**config.mk**
```make
export PLATFORM = sky130hd
export DESIGN_NAME = seq_10110_tx
export DESIGN_NICKNAME = d
export VERILOG_FILES = /design/src/rtl/seq_10110_pkg.sv /design/src/rtl/seq_tx_downcnt.sv /design/src/rtl/seq_10110_tx.sv
export SDC_FILE = /design/constraint.sdc
export NUM_CORES = 1
export LEC_CHECK = 0
export CORE_UTILIZATION = 48
export CTS_CLUSTER_SIZE = 24
export DETAILED_ROUTE_END_ITERATION = 8
export GPL_ROUTABILITY_DRIVEN = 0
export MAX_ROUTING_LAYER = met4
export PLACE_DENSITY_LB_ADDON = 0.08
export SLEW_MARGIN = 15
export SYNTH_ARGS = -nofsm -noshare
export SYNTH_HDL_FRONTEND = slang
export SYNTH_SLANG_ARGS = --single-unit
```
**constraint.sdc**
```tcl
create_clock -name clk -period 1.82 [get_ports clk]
set_input_delay 0.364 -clock clk [delete_from_list [all_inputs] [get_ports clk]]
set_output_delay 0.364 -clock clk [all_outputs]
set_load 0.05 [all_outputs]
```
**src/rtl/seq_10110_pkg.sv**
```systemverilog
// Shared constants, state encoding and pattern sanity check for the 10110 serial transmitter.
package seq_10110_pkg;

  localparam int PAT_W = 5;
  localparam logic [PAT_W-1:0] PATTERN = 5'b10110;
  localparam int OVL = 2;
  localparam int IDX_W = $clog2(PAT_W);

  typedef enum logic [1:0] {
    ST_IDLE = 2'd0,
    ST_SEND = 2'd1,
    ST_GAP  = 2'd2
  } state_t;

  // Leading OVL bits of the pattern must equal its trailing OVL bits for overlap mode to be legal.
  function automatic bit pat_ok();
    if (OVL >= PAT_W) return 1'b0;
    for (int i = 0; i < OVL; i++) begin
      if (PATTERN[i] != PATTERN[PAT_W-OVL+i]) return 1'b0;
    end
    return 1'b1;
  endfunction

  localparam bit PAT_OK = pat_ok();

endpackage

```
**src/rtl/seq_tx_downcnt.sv**
```systemverilog
// Loadable down-counter with zero flag; holds at zero instead of wrapping.
module seq_tx_downcnt #(
  parameter int W = 4
) (
  input  logic         clk,
  input  logic         rst,
  input  logic         load,
  input  logic [W-1:0] load_val,
  input  logic         dec,
  output logic         zero
);

  logic [W-1:0] cnt;

  always_ff @(posedge clk) begin
    if (!rst) begin
      cnt <= '0;
    end else if (load) begin
      cnt <= load_val;
    end else if (dec && (cnt != '0)) begin
      cnt <= cnt - 1'b1;
    end
  end

  assign zero = (cnt == '0);

endmodule

```
**src/rtl/seq_10110_tx.sv**
```systemverilog
// Serial 10110 frame transmitter: repeated frames, optional idle gap or shared-prefix overlap,
// with frame_end marking the cycle a matching detector should fire.
module seq_10110_tx
  import seq_10110_pkg::*;
#(
  parameter int   CNT_W    = 4,
  parameter int   GAP_W    = 3,
  parameter logic IDLE_BIT = 1'b0
) (
  input  logic             clk,
  input  logic             rst,
  input  logic             start,
  input  logic [CNT_W-1:0] rep_cnt,
  input  logic [GAP_W-1:0] gap_len,
  input  logic             ovl_en,
  output logic             out_seq,
  output logic             out_valid,
  output logic             frame_end,
  output logic             busy,
  output logic             done
);

  // state   | meaning
  // ST_IDLE | line idle, waiting for an accepted start
  // ST_SEND | pattern bit PATTERN[idx] is on the line
  // ST_GAP  | idle cycles between two full frames

  if (!PAT_OK) begin : g_pat_chk
    $error("seq_10110_tx: PATTERN/OVL combination is not a valid self-overlap");
  end

  localparam logic [IDX_W-1:0] IDX_TOP = IDX_W'(PAT_W - 1);
  localparam logic [IDX_W-1:0] IDX_OVL = IDX_W'(PAT_W - 1 - OVL);

  state_t           state;
  logic [IDX_W-1:0] idx;
  logic [IDX_W-1:0] idx_dec;
  logic [GAP_W-1:0] gap_q;
  logic             ovl_q;

  logic frm_load, frm_dec, frm_zero;
  logic gap_load, gap_dec, gap_zero;
  logic last_bit;

  assign idx_dec  = idx - 1'b1;
  assign last_bit = (state == ST_SEND) && (idx == '0);

  // frames_left holds the number of frames still to follow the current one
  assign frm_load = (state == ST_IDLE) && start && (rep_cnt != '0);
  assign frm_dec  = last_bit && !frm_zero;

  // gap counter is loaded with gap_len-1 so its zero flag marks the final idle cycle
  assign gap_load = last_bit && !frm_zero && (gap_q != '0);
  assign gap_dec  = (state == ST_GAP) && !gap_zero;

  seq_tx_downcnt #(.W(CNT_W)) u_frames_left (
    .clk      (clk),
    .rst      (rst),
    .load     (frm_load),
    .load_val (rep_cnt - 1'b1),
    .dec      (frm_dec),
    .zero     (frm_zero)
  );

  seq_tx_downcnt #(.W(GAP_W)) u_gap_cnt (
    .clk      (clk),
    .rst      (rst),
    .load     (gap_load),
    .load_val (gap_q - 1'b1),
    .dec      (gap_dec),
    .zero     (gap_zero)
  );

  always_ff @(posedge clk) begin
    if (!rst) begin
      state     <= ST_IDLE;
      idx       <= '0;
      gap_q     <= '0;
      ovl_q     <= 1'b0;
      out_seq   <= IDLE_BIT;
      out_valid <= 1'b0;
      frame_end <= 1'b0;
      busy      <= 1'b0;
      done      <= 1'b0;
    end else begin
      out_seq   <= IDLE_BIT;
      out_valid <= 1'b0;
      frame_end <= 1'b0;
      done      <= 1'b0;
      case (state)
        ST_IDLE: begin
          if (start) begin
            gap_q <= gap_len;
            ovl_q <= ovl_en;
            if (rep_cnt == '0) begin
              done <= 1'b1;
            end else begin
              state     <= ST_SEND;
              busy      <= 1'b1;
              idx       <= IDX_TOP;
              out_seq   <= PATTERN[IDX_TOP];
              out_valid <= 1'b1;
            end
          end
        end
        ST_SEND: begin
          if (idx != '0) begin
            idx       <= idx_dec;
            out_seq   <= PATTERN[idx_dec];
            out_valid <= 1'b1;
            frame_end <= (idx_dec == '0);
          end else if (frm_zero) begin
            state <= ST_IDLE;
            busy  <= 1'b0;
            done  <= 1'b1;
          end else if (gap_q != '0) begin
            state <= ST_GAP;
          end else if (ovl_q) begin
            // shared prefix was already sent as the tail of the previous frame
            idx       <= IDX_OVL;
            out_seq   <= PATTERN[IDX_OVL];
            out_valid <= 1'b1;
            frame_end <= (IDX_OVL == '0);
          end else begin
            idx       <= IDX_TOP;
            out_seq   <= PATTERN[IDX_TOP];
            out_valid <= 1'b1;
          end
        end
        ST_GAP: begin
          if (gap_zero) begin
            state     <= ST_SEND;
            idx       <= IDX_TOP;
            out_seq   <= PATTERN[IDX_TOP];
            out_valid <= 1'b1;
          end
        end
        default: begin
          state <= ST_IDLE;
          busy  <= 1'b0;
        end
      endcase
    end
  end

endmodule

```
# Word level (Yosys, flattened, before mapping)
# Memories as Yosys holds them, arrays and structs flattened.
# Cells that the tools add are included.
# totals
regBits	21
rom_bits	8
in_bits	11
output_inout_bits	5
elab_cells	97
n_memories	1
# memory_table
memory	words	width	read_ports	rd_clocked_by_memory_dff	wr	line	text
(name not given)	8	1	1	0	0	seq_10110_tx.sv:109	out_seq <= PATTERN[idx_dec];
# op_classes
n_addsub	5
order_cmp	1
eq_ne	10
mux	39
bitwise_logic	1
n_reduce_logical	29
# op_table
cell	count
$mux W3	9
$mux W1	16
$mux W2	6
$reduce_bool A3 Y1	4
$ne A2 B2 Y1 const B	5
$reduce_and A5 Y1	2
$logic_not A3 Y1	3
$ne A3 B2 Y1 const B	3
$pmux W1 S3	3
$pmux W3 S3	1
$sub A3 B1 Y3 const B	3
$logic_and A1 B1 Y1	8
$logic_not A4 Y1	2
$mux W4	2
$reduce_bool A4 Y1	2
$sub A4 B1 Y4 const B	2
$pmux W2 S3	1
$reduce_and A6 Y1	1
$lt A3 B4 Y1 const B	1
$reduce_bool A2 Y1	2
$reduce_and A3 Y1	1
$eq A2 B1 Y1 const B	1
$eq A2 B2 Y1 const B	1
$logic_not A1 Y1	2
other kinds (4)	4

# Depth between registers and ports, before layout
# Gate-level depths: netlist of run 1.
# logic_depth
word_depth	6
depth_mapped	9
mapped_depth_nobuf	9

# Modules after synthesis
# A second synthesis of run 1 with hierarchy kept.
# unflattened
hier_cells	149
area_unflattened_um2	1321.3
# modules_own_cells
mod	n_inst	cells_per_inst	area_each_um2	seq_area_each_um2
seq_10110_tx	1	97	879.6	280.3
seq_tx_downcnt at u_frames_left	1	31	256.5	80.1
seq_tx_downcnt at u_gap_cnt	1	21	185.2	60.1

# Least setup slack after synthesis of run 1
# No wires, ideal clock.
# synth_path
path_type	register to register
start	register idx[0]
end	register u_gap_cnt.cnt[2]
setup_time_ns	0.125
arrival_ns	1.692
required_ns	1.695
path_slack_ns	0.003
stages_incl_launch_ff	10
n_path_buf	0
synth_period_minus_slack_ns	1.817
cell_sequence	dfxtp_1 inv_1 ha_1 and4bb_2 nand3_2 a22oi_1 ha_1 inv_1 o2111ai_1 nand3_1
# synth_between
elab_chain_cells	5
word_cells_on_any_way	6
cone_classes	mux: 1; reduce/logical: 5
# synth_rtl
item	line	text
start: declaration	seq_10110_tx.sv:36	logic [IDX_W-1:0] idx;
start signal: assignment	seq_10110_tx.sv:108	idx <= idx_dec;
$logic_not A3 Y1 *	seq_10110_tx.sv:46	assign last_bit = (state == ST_SEND) && (idx == '0);
$logic_and A1 B1 Y1 *	seq_10110_tx.sv:46	
$logic_and A1 B1 Y1 * (2 in a row)	seq_10110_tx.sv:53	assign gap_load = last_bit && !frm_zero && (gap_q != '0);
$mux W3 / $reduce_bool A2 Y1 (equally long branches)	--	
end signal: assignment	seq_tx_downcnt.sv:19	cnt <= load_val;
end signal: assignment	seq_tx_downcnt.sv:21	cnt <= cnt - 1'b1;
end: declaration	seq_tx_downcnt.sv:13	logic [W-1:0] cnt;
# Every way passes the cells marked *; elsewhere a longest branch is shown, timed or not.
# A chain may end at the register's enable or synchronous reset.

# Worst setup path in the final report of run 1
# layout_path
start	register u_frames_left.cnt[0]
end	register u_gap_cnt.cnt[1]
# layout_between
elab_chain_cells	5
word_cells_on_any_way	6
cone_classes	mux: 1; reduce/logical: 5
# layout_rtl
item	line	text
start: declaration	seq_tx_downcnt.sv:13	
start signal: assignment	seq_tx_downcnt.sv:19	
start signal: assignment	seq_tx_downcnt.sv:21	
$logic_not A4 Y1 *	seq_tx_downcnt.sv:25	assign zero = (cnt == '0);
$logic_not A1 Y1 *	seq_10110_tx.sv:53	
$logic_and A1 B1 Y1 * (2 in a row)	seq_10110_tx.sv:53	
$mux W3 / $reduce_bool A2 Y1 (equally long branches)	--	
# Marked as above.

==> results of run 1 <==
-- what timing repair did --
action	CTS	global route
pin swaps	3	9
hold buffers	0	0
setup buffers	0	1
hold endpoints to repair	0	0
gates resized for setup	13	13
setup endpoints to repair	2	5
-- metrics by stage --
step           util [%]  worst slack [ns]  cell area, sq um
5_1_grt            70.3           -0.0196              1610
3_5_place_dp       65.8            -0.511              1510
6_report           70.3            0.0637              1610
3_3_place_gp       65.8            -0.398              1510
2_1_floorplan         -           0.00311              1210
4_1_cts            68.1           0.00269              1570
-- cell usage after synthesis (3+ instances only) --
| cell type | n | area share [%] |
|---|---|---|
| or3_1 | 3 | 1.6 |
| mux2i_1 | 4 | 3.3 |
| ha_1 | 5 | 5.2 |
| a22oi_1 | 4 | 2.5 |
| a21oi_1 | 4 | 1.7 |
| nor2b_1 | 6 | 3.1 |
| and2_1 | 4 | 2.1 |
| dfxtp_1 | 21 | 35 |
| o21ai_0 | 6 | 2.5 |
| inv_1 | 3 | 0.93 |
| o211a_1 | 4 | 3.3 |
| nor3_1 | 5 | 2.1 |
| nor2_1 | 5 | 1.6 |
| nand2_1 | 10 | 3.1 |
-- sequential cells by signal, indices dropped and copies added, names as in the netlist --
name	count
done	1
u_frames_left.cnt	4
out_seq	1
state	2
u_gap_cnt.cnt	3
busy	1
ovl_q	1
frame_end	1
out_valid	1
idx	3
gap_q	3
-- cell type report --
type	instances	area share, %
sequential	21	26.4
timing repair buffer	36	18.8
tap	28	2.17
clock buffer	4	1.63
multi-input combinational	98	50.4
inverter	3	0.698
-- path summary, 6_finish.rpt --
kind                           end  slack (ns)                  from
hold reg to reg             idx[1]        0.50                idx[1]
hold / removal              idx[1]        0.50                idx[1]
setup reg to reg  u_gap_cnt.cnt[1]        0.06  u_frames_left.cnt[0]
setup / recovery  u_gap_cnt.cnt[1]        0.06  u_frames_left.cnt[0]
-- power by group through the flow --
| stage | registers (uW) | clock network [uW] | logic [uW] |
|---|---|---|---|
| 6_report | 574 | 228 | 600 |
| 2_1_floorplan | 615 | 0 | 317 |
| 3_3_place_gp | 576 | 0 | 540 |
| 3_5_place_dp | 578 | 0 | 553 |
| 5_1_grt | 580 | 251 | 651 |
| 4_1_cts | 570 | 233 | 573 |
-- cell families (layout without fill, tap and decap cells) --
group,Yosys count,in the layout
AO/OA/AOI/OAI,33,33
XOR/XNOR,2,2
adder cells (fa/ha/maj),5,5
buffers and inverters,7,43
flip-flops,21,21
multiplexers,4,4
AND/OR/NAND/NOR,54,54
-- worst register-to-register path, cell delays in order (launching register included) --
cell and delay (ns):
dfxtp_1 0.40, or4_4 0.59, nand3_4 0.12, a22oi_2 0.07, ha_2 0.32, nand2_1 0.04
o211a_1 0.13
-- layout by cell type (no fill, tap or decap), types with 3 or more instances in the layout --
cell type and instances:
buf_4 24, dfxtp_1 17, nand2_1 10, o21ai_0 6
nor2b_1 6, nor3_1 5, nor2_1 5, clkdlybuf4s50_1 5
o211a_1 4, a21oi_1 4, and2_1 4, mux2i_1 4
dfxtp_2 4, dlygate4sd2_1 4, or3_1 3, a22oi_2 3
clkbuf_4 3, dlymetal6s2s_1 3
-- layer usage --
metal  track usage, %  vias to the layer above  routed length, um
met2             40.0                       16               1390
met3             5.51                        4                 93
met4             5.70                        0                 23
met1             26.1                      524               1320
met5                -                        -                  0
li1                 -                      556                  -
==> impl_metrics.env, run 1 <==
export IMPL_combinationalPowerShare_pct=42.8
export IMPL_netlist_area_sq_um=1210
export IMPL_power_density_nw_per_um2=869
export IMPL_cpPeakStageDelay_ns=0.59
export IMPL_wl_per_cell_um=14.9
export IMPL_async_flop_share_pct=0
export IMPL_synthToLayoutAreaGrowth_pct=33.5
export IMPL_clockRootBuffer="clkbuf_4"
export IMPL_drt_iter0_drc=13
export IMPL_yosysUniqueCellTypes=48
export IMPL_synthCells=126
export IMPL_period_minus_slack_ns=1.76
export IMPL_syn_nets=142
export IMPL_setup_viol=0
export IMPL_power_leakage_uw=0.000696
export IMPL_initial_utilization_pct=52.6
export IMPL_synth_xor_area_share_pct=1.45
export IMPL_required_ns=2.04
export IMPL_cts_tree="done"
export IMPL_worstMarginPinSlew_ns=0.498
export IMPL_vias_per_cell=5.79
export IMPL_clk_pin_slew_ns=0.11
export IMPL_arrival_ns=1.98
export IMPL_path_depth=6
export IMPL_ant_nets=0
export IMPL_layout_drive_gt1_share_pct=32.7
export IMPL_synthSimpleGateAreaFrac_pct=31.3
export IMPL_whs_path_depth=2
export IMPL_hp_class="flop to flop"
export IMPL_rows=17
export IMPL_synth_ff_type="dfxtp_1"
export IMPL_antenna_cells=0
export IMPL_ys_warn_count=0
export IMPL_first_global_vias=1011
export IMPL_dp_hpwl_um=2080
export IMPL_drt_wl_total_um=2820
export IMPL_crit_type="flop to flop"
export IMPL_crit_buf_inv=0
export IMPL_yosysSeqAreaShare_pct=34.8
export IMPL_slew_viol_final=0
export IMPL_chipHeight_um=52.2
export IMPL_n_fill_cell=198
export IMPL_cp_cell_sequence="or4_4 -> nand3_4 -> a22oi_2 -> ha_2 -> nand2_1 -> o211a_1"
export IMPL_cts_inserted_buffers=3
export IMPL_htreeDepth=1
export IMPL_port_buffers=15
export IMPL_critical_path_top_delay_family="simple AND/OR/NAND/NOR gates"
export IMPL_path_max_fanout=5
export IMPL_drcViolationCount=0
export IMPL_hold_viol=0
export IMPL_slew_headroom_pct=66.7
export IMPL_nNetsFinal=179
export IMPL_timing_hold_ws_ns=0.495
export IMPL_synth_fa_ha_area_share_pct=5.18
export IMPL_reg2reg_depth=6
export IMPL_seqPwrFrac_pct=40.9
export IMPL_cts_num_sinks=21
export IMPL_dieArea_sq_um=2720
export IMPL_ff_latch_area_sq_um=425
export IMPL_clock_path_buffers=2
export IMPL_synth_ff_latch_count=21
export IMPL_io_pin_count=16
export IMPL_syn_mean_instance_area_sq_um=9.59
export IMPL_fin_skew_ns=0.00428
export IMPL_period_share_pct=96.5
export IMPL_irDropWorstVdd_mv=0.520
export IMPL_overflow=0
export IMPL_clkPwrFrac_pct=16.3
export IMPL_synth_mux_area_share_pct=3.31
export IMPL_rsz0062_at_grt="true"
export IMPL_vias=1100
export IMPL_final_cells=190
export IMPL_multi_input_area_sq_um=813
export IMPL_swShare_pct=36.1
export IMPL_max_clock_freq_mhz=569
export IMPL_internal_power_uw=896
export IMPL_slowest_stage="or4_4"
export IMPL_synth_edf_count=0
export IMPL_grt_max_degree=13
export IMPL_drt_pass1_iter_count=4
export IMPL_grt_pass1_wl_um=4460
export IMPL_antenna_found_initial=0
export IMPL_p_switching_uw=506
export IMPL_synth_compound_area_share_pct=21.1
export IMPL_worst_setup_path_end_kind="flop"
export IMPL_setup_tns_ns=0
export IMPL_status="complete, no violations"
export IMPL_insertion_delay_ns=0.31
export IMPL_place_inst=185
export IMPL_drv_cap=0
export IMPL_p_total_uw=1400
export IMPL_synth_top_family_by_area="simple AND/OR/NAND/NOR gates"
export IMPL_core_area_sq_um=2300
export IMPL_die_x_um=52.2
export IMPL_track_usage_pct=22.8
export IMPL_worstSetupStartpointType="flop"
Power figures use the tool's default switching activity.
==> inputs of run 2 (changes only) <==
CORE_UTILIZATION = 40   (was 48)
==> run 2 against run 1 <==
  * The run now ends with setup timing left
  * Global-route usage down 3.5 points
  * Clock skew up 0.011 ns
  * Hold slack better by 0.012 ns
  * Wire length unchanged
==> impl_metrics.env, run 2 (same netlist as run 1, synthesis figures left out) <==
export IMPL_worstSetupStartpointType="flop"
export IMPL_period_share_pct=100
export IMPL_io_pin_count=16
export IMPL_chipHeight_um=57.0
export IMPL_rows=19
export IMPL_port_buffers=15
export IMPL_ff_latch_area_sq_um=423
export IMPL_grt_max_degree=12
export IMPL_p_total_uw=1400
export IMPL_power_leakage_uw=0.000685
export IMPL_insertion_delay_ns=0.31
export IMPL_setup_tns_ns=-0.00420
export IMPL_vias=1085
export IMPL_arrival_ns=2.04
export IMPL_slowest_stage="dfxtp_2"
export IMPL_timing_hold_ws_ns=0.507
export IMPL_initial_utilization_pct=43.1
export IMPL_multi_input_area_sq_um=812
export IMPL_timing_final_ws_setup_ns=-0.00420
export IMPL_clockRootBuffer="clkbuf_4"
export IMPL_cts_num_sinks=21
export IMPL_path_max_fanout=3
export IMPL_slew_viol_final=0
export IMPL_dp_hpwl_um=2080
export IMPL_cpPeakStageDelay_ns=0.35
export IMPL_ant_nets=0
export IMPL_antenna_found_initial=0
export IMPL_vias_per_cell=5.62
export IMPL_drcViolationCount=0
export IMPL_failed_checks="setup timing"
export IMPL_worst_setup_path_end_kind="flop"
export IMPL_cts_hold_buf=0
export IMPL_clock_path_buffers=2
export IMPL_dieArea_sq_um=3250
export IMPL_power_density_nw_per_um2=871
export IMPL_grt_pass1_wl_um=4800
export IMPL_drt_wl_total_um=2820
export IMPL_drt_iter0_drc=28
export IMPL_hold_viol=0
export IMPL_ff2ff_setup_slack_ns=-0.004
export IMPL_hp_class="flop to flop"
export IMPL_final_common_cell="buf_4"
export IMPL_regMostFlops="u_frames_left.cnt"
export IMPL_drv_cap=0
export IMPL_clk_pin_slew_ns=0.12
export IMPL_core_area_sq_um=2810
export IMPL_htreeDepth=1
export IMPL_overflow=0
export IMPL_worstMarginPinSlew_ns=0.502
export IMPL_irDropWorstVdd_mv=0.523
export IMPL_track_usage_pct=19.3
export IMPL_pre_cts_slack_ns=-0.474
export IMPL_cp_cell_sequence="nor3b_2 -> or2b_1 -> a22oi_2 -> ha_2 -> nand3_2 -> and3_4 -> o31a_1"
export IMPL_max_clock_freq_mhz=548
export IMPL_drt_pass1_iter_count=4
export IMPL_cts_tree="done"
export IMPL_period_minus_slack_ns=1.82
export IMPL_antenna_cells=0
export IMPL_synthToLayoutAreaGrowth_pct=33.2
export IMPL_final_cell_mix="buf_4 (24), dfxtp_1 (19), nand2_1 (10), o21ai_0 (6), nor2b_1 (6)"
export IMPL_rsz0062_at_grt="true"
export IMPL_crit_type="flop to flop"
export IMPL_wl_per_cell_um=14.6
export IMPL_nNetsFinal=179
export IMPL_n_fill_cell=262
export IMPL_die_x_um=57.0
export IMPL_required_ns=2.03
export IMPL_setup_viol=1
export IMPL_largest_reg_flops=4
export IMPL_layout_drive_gt1_share_pct=31.5
export IMPL_fin_skew_ns=0.0156
export IMPL_cts_inserted_buffers=3
export IMPL_first_global_vias=1078
export IMPL_slew_headroom_pct=66.5
export IMPL_status="finished, violations left"
==> run 2: changes by cell type in the layout (fill, tap and decap cells not counted), sizes merged <==
cell	before	now
dlymetal6s2s	3	2
dlygate4sd2	4	5
==> run 2: area by class of cell <==
class	count	area share, %
multi-input combinational	98	50.4
sequential	21	26.3
timing repair buffer	36	18.6
tap	31	2.41
clock buffer	4	1.63
inverter	3	0.699
==> run 2: worst max-delay path: cells and delay by family (launching register included) <==
kind | cells | cell delay [ns]
and+or+nand+nor | 4 | 0.71
adders and majority gates | 1 | 0.23
AOI/OAI and AO/OA | 2 | 0.44
DFF | 1 | 0.35
==> run 2: final timing paths <==
kind                 start                   end  cells past startpoint
hold / removal      idx[1]                idx[1]                      2
setup reg to reg  state[0]  u_frames_left.cnt[2]                      7
hold reg to reg     idx[1]                idx[1]                      2
setup / recovery  state[0]  u_frames_left.cnt[2]                      7
==> run 2: what timing repair did <==
item	CTS	global route
pin swaps	4	0
setup endpoints to repair	2	5
resized for setup	10	14
buffers inserted	1	0
==> run 2: through the flow <==
stage	std cells	instance area, sq um	util, %
after floorplan	126	1210	-
after global placement	188	1520	54.1
after detailed placement	188	1520	54.1
after CTS	193	1560	55.8
after global routing	193	1610	57.4
final	193	1610	57.4
==> run 2: power breakdown <==
part           switching, uW  leakage, uW  internal [uW]
sequential              59.5     0.000173            513
combinational            303     0.000497            300
clock                    142    0.0000150           85.6
==> run 2: routing by layer <==
layer  vias up  routed length (um)  track usage (%)  share of wire, %
li1        548                   -                -                 -
met1       510                1250             23.5                44
met2        23                1430             32.9                51
met3         4                 118             4.31               4.2
met4         0                  25             3.83              0.89
met5         -                   0                -                 0
==> inputs of run 3 (changes only) <==
CORE_MARGIN = 2   (was unset)
==> run 3 against run 2 <==
  * The flow now finishes without violations
  * Clock power is 4% lower
  * First-iteration DRC count is 46% higher
  * Hold slack worse by 0.035 ns
  * Worst setup slack better by 0.0064 ns
  * Sequential power hardly changed
  * Sequential cell count stayed put
  * Fmax is 0.35% higher
  * Largest cell class unchanged
  * Register-to-register slack hardly changed
  * Via count is 1.3% higher
  * Power hardly changed
  * Largest power group unchanged
==> impl_metrics.env, run 3 (same netlist as run 1, synthesis figures left out) <==
export IMPL_status="complete, no violations"
export IMPL_cts_inserted_buffers=3
export IMPL_grt_pass1_wl_um=4700
export IMPL_drt_iter0_drc=41
export IMPL_vias=1099
export IMPL_clk_pin_slew_ns=0.11
export IMPL_place_inst=188
export IMPL_final_cell_mix="buf_4 (26), dfxtp_1 (18), nand2_1 (10)"
export IMPL_antenna_cells=0
export IMPL_clock_path_buffers=2
export IMPL_power_leakage_uw=0.000683
export IMPL_insertion_delay_ns=0.30
export IMPL_drt_pass1_iter_count=4
export IMPL_power_density_nw_per_um2=861
export IMPL_grt_max_degree=12
export IMPL_layout_drive_gt1_share_pct=33.3
export IMPL_cts_tree="done"
export IMPL_worstSetupStartpointType="flop"
export IMPL_ant_nets=0
export IMPL_initial_utilization_pct=43.1
export IMPL_worstMarginPinSlew_ns=0.506
export IMPL_setup_viol=0
export IMPL_fin_skew_ns=0.00508
export IMPL_p_total_uw=1400
export IMPL_ff_latch_area_sq_um=424
export IMPL_nNetsFinal=182
export IMPL_n_fill_cell=270
export IMPL_dp_hpwl_um=2110
export IMPL_wl_per_cell_um=14.1
export IMPL_max_clock_freq_mhz=550
export IMPL_die_x_um=59.0
export IMPL_required_ns=2.02
export IMPL_track_usage_pct=17.9
export IMPL_rows=19
export IMPL_hp_class="flop to flop"
export IMPL_drt_wl_total_um=2770
export IMPL_largest_reg_flops=4
export IMPL_rsz0062_at_grt="true"
export IMPL_period_share_pct=99.9
export IMPL_final_area_sq_um=1630
export IMPL_period_minus_slack_ns=1.82
export IMPL_cts_num_sinks=21
export IMPL_overflow=0
export IMPL_clockRootBuffer="clkbuf_4"
export IMPL_arrival_ns=2.02
export IMPL_io_pin_count=16
export IMPL_path_max_fanout=3
export IMPL_htreeDepth=1
export IMPL_final_common_cell="buf_4"
export IMPL_hold_viol=0
export IMPL_chipHeight_um=59.0
export IMPL_vias_per_cell=5.61
export IMPL_drcViolationCount=0
export IMPL_final_cells=196
export IMPL_antenna_found_initial=0
export IMPL_dieArea_sq_um=3480
export IMPL_port_buffers=15
export IMPL_multi_input_area_sq_um=805
export IMPL_worst_setup_path_end_kind="flop"
export IMPL_slew_viol_final=0
export IMPL_core_area_sq_um=2810
export IMPL_cts_hold_buf=0
export IMPL_irDropWorstVdd_mv=0.454
export IMPL_synthToLayoutAreaGrowth_pct=34.7
export IMPL_drv_cap=0
export IMPL_slew_headroom_pct=66.2
export IMPL_first_global_vias=1038
export IMPL_crit_type="flop to flop"
export IMPL_dpl_instance_area_sq_um=1520
export IMPL_regMostFlops="u_frames_left.cnt"
run 3: cell count changes in the layout (fill, tap and decap cells not counted), sizes merged:
cell           before  now
buf                24   27
clkdlybuf4s50       5    6
dlymetal6s2s        2    1
run 3: area by class of cell:
cell class                 count  share of cell area, %
clock buffer                   4                   1.61
inverter                       3                  0.692
multi-input combinational     98                   49.4
sequential                    21                   26.1
tap                           31                   2.38
timing repair buffer          39                   19.8
run 3: power breakdown:
group          leakage (uW)  internal (uW)  switching [uW]
Combinational      0.000494            311             298
Clock             0.0000150           85.4             133
Sequential         0.000174            513            60.3
Total              0.000683            909             492
run 3: per-stage QoR:
| step | util [%] | hold WS, ns | TNS [ns] | setup WS [ns] |
|---|---|---|---|---|
| after floorplan | - | 0.435 | 0 | 0.00311 |
| after global placement | 54.1 | 0.451 | -2.18 | -0.395 |
| after detailed placement | 54.1 | 0.456 | -2.43 | -0.494 |
| after CTS | 55.8 | 0.472 | 0 | 0.00554 |
| after global routing | 58.0 | 0.491 | -0.0865 | -0.0865 |
| final | 58.0 | 0.472 | 0 | 0.00219 |
run 3: path summary, 6_finish.rpt:
check / end / slack, ns / cells past startpoint / from
setup / recovery: u_frames_left.cnt[2] / 0.002 / 7 / state[0]
hold / removal: idx[1] / 0.47 / 2 / idx[1]
setup reg to reg: u_frames_left.cnt[2] / 0.002 / 7 / state[0]
hold reg to reg: idx[1] / 0.47 / 2 / idx[1]
run 3: what timing repair did:
item                                    4_1_cts  5_1_grt
resized for setup                             9       15
pin swaps                                     5        9
gates cloned                                  0        0
endpoints found under the setup margin        2        4
hold endpoints to repair                      0        0
buffers inserted                              2        2
run 3: routing by layer:
| metal | share of wire, % | track usage (%) | vias up |
|---|---|---|---|
| li1 | - | - | 556 |
| met4 | 0.69 | 1.95 | 0 |
| met5 | 0 | - | - |
| met2 | 49 | 28.4 | 18 |
| met1 | 46 | 24.1 | 523 |
| met3 | 4.0 | 3.93 | 2 |
run 3: critical path: stages, from the launching register on:
cell	delay (ns)
dfxtp_2	0.35
nor3b_2	0.26
or2b_1	0.31
a22oi_2	0.13
ha_2	0.21
nand3_2	0.06
and3_4	0.17
o31a_1	0.23
